### src/rtl/cnn_accel_pkg.sv
// cnn_accel_pkg: shared accumulator/bias widths, legal shift window and bias aligner FSM encoding
package cnn_accel_pkg;
  localparam int ACC_BITS  = 48;
  localparam int BIAS_BITS = 16;
  localparam int SHIFT_W   = 5;
  localparam int CNT_W     = 10;
  localparam int MIN_SHIFT = 5;
  localparam int MAX_SHIFT = 25;
  typedef enum logic [1:0] {
    ST_IDLE  = 2'd0,
    ST_RUN   = 2'd1,
    ST_DRAIN = 2'd2
  } state_t;
endpackage

### src/rtl/bias_lshift_sat.sv
// bias_lshift_sat: signed left shift of a sign-extended bias with clamp to the signed OUT_BITS range
//   i_data  : sign-extended bias, OUT_BITS wide
//   i_shift : left-shift amount
//   i_zero  : force a zero result (illegal layer shift), never reports saturation
//   o_data  : shifted and clamped result
//   o_sat   : result was clamped
module bias_lshift_sat #(
  parameter int OUT_BITS  = cnn_accel_pkg::ACC_BITS,
  parameter int SHIFT_W   = cnn_accel_pkg::SHIFT_W,
  parameter int MAX_SHIFT = cnn_accel_pkg::MAX_SHIFT
) (
  input  logic [OUT_BITS-1:0] i_data,
  input  logic [SHIFT_W-1:0]  i_shift,
  input  logic                i_zero,
  output logic [OUT_BITS-1:0] o_data,
  output logic                o_sat
);
  import cnn_accel_pkg::*;
  localparam int W = OUT_BITS + MAX_SHIFT;
  logic [W-1:0] w_ext;
  logic [W-1:0] w_sh;
  logic         w_ovf;
  assign w_ext = {{MAX_SHIFT{i_data[OUT_BITS-1]}}, i_data};
  assign w_sh  = w_ext << i_shift;
  // the result fits only if every bit above the OUT_BITS sign position equals that sign
  assign w_ovf = !(&w_sh[W-1:OUT_BITS-1]) && (|w_sh[W-1:OUT_BITS-1]);
  always_comb begin
    o_sat  = !i_zero && w_ovf;
    o_data = i_zero ? '0 :
             !w_ovf ? w_sh[OUT_BITS-1:0] :
             w_sh[W-1] ? {1'b1, {(OUT_BITS-1){1'b0}}} : {1'b0, {(OUT_BITS-1){1'b1}}};
  end
endmodule

### src/rtl/bias_aligner.sv
// bias_aligner: streams layer biases into the accumulator domain, sign-extended and left-shifted by the layer shift
//   clk, rst            : clock, synchronous active-high reset
//   cfg_start           : pulse in IDLE latches cfg_shift/cfg_count and starts a layer
//   cfg_shift/cfg_count : layer shift amount and number of biases (0 allowed)
//   in_valid/in_ready   : bias buffer handshake, in_data signed bias
//   out_valid/out_ready : accumulator preload handshake, out_data aligned signed bias
//   sat_flag            : sticky, some bias of this layer was clamped
//   cfg_err             : sticky, layer shift outside the legal window (outputs forced to 0)
//   done                : one-cycle pulse after the last aligned bias was accepted
module bias_aligner #(
  parameter int IN_BITS   = cnn_accel_pkg::BIAS_BITS,
  parameter int OUT_BITS  = cnn_accel_pkg::ACC_BITS,
  parameter int SHIFT_W   = cnn_accel_pkg::SHIFT_W,
  parameter int CNT_W     = cnn_accel_pkg::CNT_W,
  parameter int MIN_SHIFT = cnn_accel_pkg::MIN_SHIFT,
  parameter int MAX_SHIFT = cnn_accel_pkg::MAX_SHIFT
) (
  input  logic                clk,
  input  logic                rst,
  input  logic                cfg_start,
  input  logic [SHIFT_W-1:0]  cfg_shift,
  input  logic [CNT_W-1:0]    cfg_count,
  input  logic                in_valid,
  output logic                in_ready,
  input  logic [IN_BITS-1:0]  in_data,
  output logic                out_valid,
  input  logic                out_ready,
  output logic [OUT_BITS-1:0] out_data,
  output logic                sat_flag,
  output logic                cfg_err,
  output logic                done
);
  import cnn_accel_pkg::*;
  state_t              r_state;
  logic [SHIFT_W-1:0]  r_shift;
  logic [CNT_W-1:0]    r_count;
  logic [CNT_W-1:0]    r_in_cnt;
  logic [CNT_W-1:0]    r_out_cnt;
  logic                r_bad;
  logic                r_s1_v;
  logic [OUT_BITS-1:0] r_s1_d;
  logic [OUT_BITS-1:0] w_res;
  logic [CNT_W-1:0]    w_in_nxt;
  logic [CNT_W-1:0]    w_out_nxt;
  logic                w_sat;
  logic                w_s2_adv;
  logic                w_s1_adv;
  logic                w_in_fire;
  logic                w_out_fire;
  logic                w_bad;
  // S2 frees up when empty or being consumed; S1 may then refill in the same cycle
  assign w_s2_adv   = !out_valid || out_ready;
  assign w_s1_adv   = !r_s1_v || w_s2_adv;
  assign in_ready   = (r_state == ST_RUN) && (r_in_cnt < r_count) && w_s1_adv;
  assign w_in_fire  = in_valid && in_ready;
  assign w_out_fire = out_valid && out_ready;
  assign w_bad      = (int'(cfg_shift) < MIN_SHIFT) || (int'(cfg_shift) > MAX_SHIFT);
  assign w_in_nxt   = r_in_cnt + CNT_W'(w_in_fire);
  assign w_out_nxt  = r_out_cnt + CNT_W'(w_out_fire && (r_out_cnt != r_count));
  bias_lshift_sat #(
    .OUT_BITS (OUT_BITS),
    .SHIFT_W  (SHIFT_W),
    .MAX_SHIFT(MAX_SHIFT)
  ) u_lshift_sat (
    .i_data (r_s1_d),
    .i_shift(r_shift),
    .i_zero (r_bad),
    .o_data (w_res),
    .o_sat  (w_sat)
  );
  always_ff @(posedge clk) begin
    if (rst) begin
      r_state   <= ST_IDLE;
      r_shift   <= '0;
      r_count   <= '0;
      r_in_cnt  <= '0;
      r_out_cnt <= '0;
      r_bad     <= 1'b0;
      r_s1_v    <= 1'b0;
      r_s1_d    <= '0;
      out_valid <= 1'b0;
      out_data  <= '0;
      sat_flag  <= 1'b0;
      cfg_err   <= 1'b0;
      done      <= 1'b0;
    end else begin
      done      <= 1'b0;
      r_in_cnt  <= w_in_nxt;
      r_out_cnt <= w_out_nxt;
      if (w_s1_adv) begin
        r_s1_v <= w_in_fire;
        if (w_in_fire) r_s1_d <= {{(OUT_BITS-IN_BITS){in_data[IN_BITS-1]}}, in_data};
      end
      if (w_s2_adv) begin
        out_valid <= r_s1_v;
        if (r_s1_v) begin
          out_data <= w_res;
          sat_flag <= sat_flag | w_sat;
        end
      end
      case (r_state)
        ST_IDLE: if (cfg_start) begin
          r_shift   <= cfg_shift;
          r_count   <= cfg_count;
          r_bad     <= w_bad;
          cfg_err   <= w_bad;
          sat_flag  <= 1'b0;
          r_in_cnt  <= '0;
          r_out_cnt <= '0;
          r_state   <= (cfg_count == '0) ? ST_IDLE : ST_RUN;
          done      <= (cfg_count == '0);
        end
        ST_RUN: if (w_in_nxt == r_count) r_state <= ST_DRAIN;
        ST_DRAIN: if (w_out_nxt == r_count) begin
          r_state <= ST_IDLE;
          done    <= 1'b1;
        end
        default: r_state <= ST_IDLE;
      endcase
    end
  end
endmodule

### config.mk
export PLATFORM = sky130hd
export DESIGN_NAME = bias_aligner
export DESIGN_NICKNAME = d
export VERILOG_FILES = /design/src/rtl/cnn_accel_pkg.sv /design/src/rtl/bias_lshift_sat.sv /design/src/rtl/bias_aligner.sv
export SDC_FILE = /design/constraint.sdc
export NUM_CORES = 1
export LEC_CHECK = 0
export CAP_MARGIN = 20
export CORE_ASPECT_RATIO = 1.5
export CORE_MARGIN = 2
export CORE_UTILIZATION = 39
export DETAILED_ROUTE_END_ITERATION = 8
export GPL_TIMING_DRIVEN = 0
export HOLD_SLACK_MARGIN = 0.1
export SLEW_MARGIN = 5
export SYNTH_ARGS = -nofsm -noshare
export SYNTH_HDL_FRONTEND = slang
export SYNTH_HIERARCHICAL = 1
export SYNTH_SLANG_ARGS = --single-unit
### constraint.sdc
create_clock -name clk -period 12.6 [get_ports clk]
set_input_delay 2.52 -clock clk [delete_from_list [all_inputs] [get_ports clk]]
set_output_delay 2.52 -clock clk [all_outputs]
set_load 0.03 [all_outputs]
==> results.py <==
metrics = {
    "logic_synthesis": {
        "synth_xor_area_frac": 0.0334,
        "synth_edf_count": 0,
        "syn-num-nets": 1171,
        "synth_common_cells": "nand2_1 (239), dfxtp_1 (106), a21oi_1 (93)",
        "synth_compound_area_frac": 0.183,
        "synth_seq_cells": 106,
        "synth_most_common_cell": "nand2_1",
        "seq_area_frac_synth": 0.231,
        "synth.distinct_cells": 77,
        "ys.flop_type": "dfxtp_1",
        "synthMuxAreaShare": 0.244,
        "yosys_warnings": 6,
        "netlist_area_sq_mm": 0.00917,
        "synth_fa_ha_area_frac": 0.0177,
        "netlist_top_cells_area": "dfxtp_1 (23%), mux4_2 (11%), nand2_1 (9.8%)",
        "synth_top_family_by_area": "multiplexers",
        "syn_avg_cell_area_sq_um": 8.17,
        "yosys.area_share.simple": 0.225,
        "synth_largest_area_cell": "dfxtp_1",
        "synth_cells": 1122,
        "yosysTopAreaCellShare": 0.231,
        "async_flop_share": 0,
    },
    "clocking": {
        "clockBufferDepth": 2,
        "clock-sinks": 106,
        "root_buffer": "clkbuf_16",
        "insertion_delay_ps": 360,
        "post-cts-setup-buffers": 0,
        "clk_pin_slew_worst_paths_ps": 70,
        "cts_tree": "yes",
        "cts_resized": 0,
        "cts_made_buffers": 9,
        "hold_buffers": 0,
        "htree_levels": 3,
    },
    "sta": {
        "maxSlewHeadroom": 0.473,
        "tightest_slew_ps": 782,
        "setup_tns_ps": 0,
        "rsz0062_at_grt": "no",
        "holdWs_ps": 453,
        "fin_skew_ps": 14.8,
        "min_period_over_period": 0.543,
        "slew_viol_final": 0,
        "hold_viol_final": 0,
        "layout_min_cycle_time_ps": 6840,
        "setup_violations": 0,
        "fmaxAchievable_mhz": 146,
    },
    "detailed_routing": {
        "drc": 0,
        "routedWlPerCell_microns": 18.1,
        "vias_per_cell": 5.54,
        "drt.antenna.violating_nets": 0,
        "vias": 8548,
        "drt_first_iter_violations": 426,
        "dr.pass1.iters": 5,
        "wl_mm": 27.9,
    },
    "die": {
        "ios": 89,
        "die_x_microns": 129,
        "fp.dieArea_sq_mm": 0.0248,
        "rows": 68,
        "start_util": 0.398,
        "core_region_area_sq_mm": 0.0231,
        "die_y_microns": 192,
    },
    "cells_and_area": {
        "final_cell_count_no_fill": 1542,
        "n_antenna_cell": 0,
        "fin_nets": 1271,
        "area_growth_pct": 17.6,
        "final_layout_size_suffix_gt1_frac": 0.112,
    },
    "global_route": {
        "grt_pass1_vias": 8319,
        "grt_use_total": 0.229,
        "grt_max_degree": 150,
        "grt_pass1_wl_mm": 44.5,
        "grt.overflow.total": 0,
        "antenna_found_initial": 0,
    },
    "critical_path": {
        "required_ps": 10080,
        "worst-path-max-fanout": 3,
        "worstSetupPathType": "primary input to output pin",
        "start_kind": "primary input",
        "worstPathArrival_ps": 4320,
        "endpoint_kind": "output pin",
    },
    "hold_path": {
        "hp-class": "flip-flop to flip-flop",
    },
    "place": {
        "place_congestion": 0.994,
        "dp_hpwl_mm": 22.7,
        "portBuffers": 87,
        "dp_cells": 1526,
    },
    "power": {
        "power_leakage_uw": 0.00382,
        "power_density_mw_per_mm2": 101,
        "peakVddDrop_mv": 0.0636,
        "total_power_uw": 1090,
    },
    "status": {
        "status": "finished clean",
    },
    "job": {
        "max_cap_violations": 0,
    },
}
==> critical path: stages <==
cell and delay [ps]:
clkdlybuf4s50_1 530, nand3b_1 150, nand3_1 110, a21oi_1 190, o21a_1 150, clkdlybuf4s50_1 660
==> final timing paths <==
| path | slack (ps) | startpoint | endpoint | cells after the start |
|---|---|---|---|---|
| hold / removal | 450 | out_data[30]$_SDFFE_PP0P_ | out_data[30]$_SDFFE_PP0P_ | 2 |
| setup / recovery | 5760 | out_ready | in_ready | 6 |
| hold reg to reg | 450 | out_data[30]$_SDFFE_PP0P_ | out_data[30]$_SDFFE_PP0P_ | 2 |
| setup reg to reg | 8230 | r_shift[2]$_SDFFE_PP0P_ | out_data[39]$_SDFFE_PP0P_ | 13 |
==> cells in the final DEF, fill, tap and decap left out, types with 16 or more instances in the layout <==
cell,netlist,routed
xnor2_1,18,18
mux2i_1,53,53
clkdlybuf4s50_1,0,87
o21ai_0,26,26
o31ai_1,19,19
mux2_2,27,27
nand3_1,32,32
nand2_1,239,239
a21oi_1,93,93
nor3_1,16,16
dfxtp_1,106,105
clkbuf_1,48,49
nor2_1,79,79
mux4_2,43,43
buf_2,16,17
mux4_1,16,16
xor2_1,17,17
inv_1,23,23
a211oi_1,34,34
==> through the flow <==
step                area, sq um  utilization  worst slack [ps]
floorplan                  9170            -              6940
global placement          10400        0.453              5760
detailed placement        10500        0.454              5760
CTS                       10800        0.468              5760
global route              10800        0.468              5680
finish                    10800        0.468              5760
==> per-layer routing <==
| layer | routed length, microns | part of all wire | track usage |
|---|---|---|---|
| met1 | 11200 | 0.40 | 0.260 |
| met2 | 14200 | 0.51 | 0.412 |
| met3 | 975 | 0.035 | 0.0256 |
| met4 | 1510 | 0.054 | 0.130 |
| met5 | 0 | 0 | 0 |
==> power by group <==
part | leakage [uW] | switching (uW) | total (uW) | internal [uW]
clock | 0.000154 | 134 | 297 | 163
combinational | 0.00281 | 250 | 424 | 174
sequential | 0.000860 | 17.2 | 370 | 353
total | 0.00382 | 401 | 1090 | 690
==> sequential cells by signal (all words and copies together) (netlist names), 2 cells and up <==
register	flops
out_data	48
r_s1_d	16
r_count	10
r_in_cnt	10
r_out_cnt	10
r_shift	5
r_state	2
==> area by class of cell <==
type / instances / area [sq um]
Clock buffer: 11 / 243
Sequential cell: 106 / 2130
Clock inverter: 5 / 70.1
Buffer: 98 / 514
Multi-Input combinational cell: 895 / 6450
Timing Repair Buffer: 89 / 903
Tap cell: 315 / 394
Fill cell: 2364 / 12300
Inverter: 23 / 86.3
==> logic make-up (layout without fill, tap and decap cells) <==
family                     count (synthesis)  count (layout)
DFF                                      106             106
and+or+nand+nor                          453             453
muxes                                    140             140
buffers and inverters                    121             226
xor gates and xnor gates                  35              35
AOI/OAI and AO/OA                        254             254
adders and majority gates                 13              13
Power figures use the tool's default switching activity.
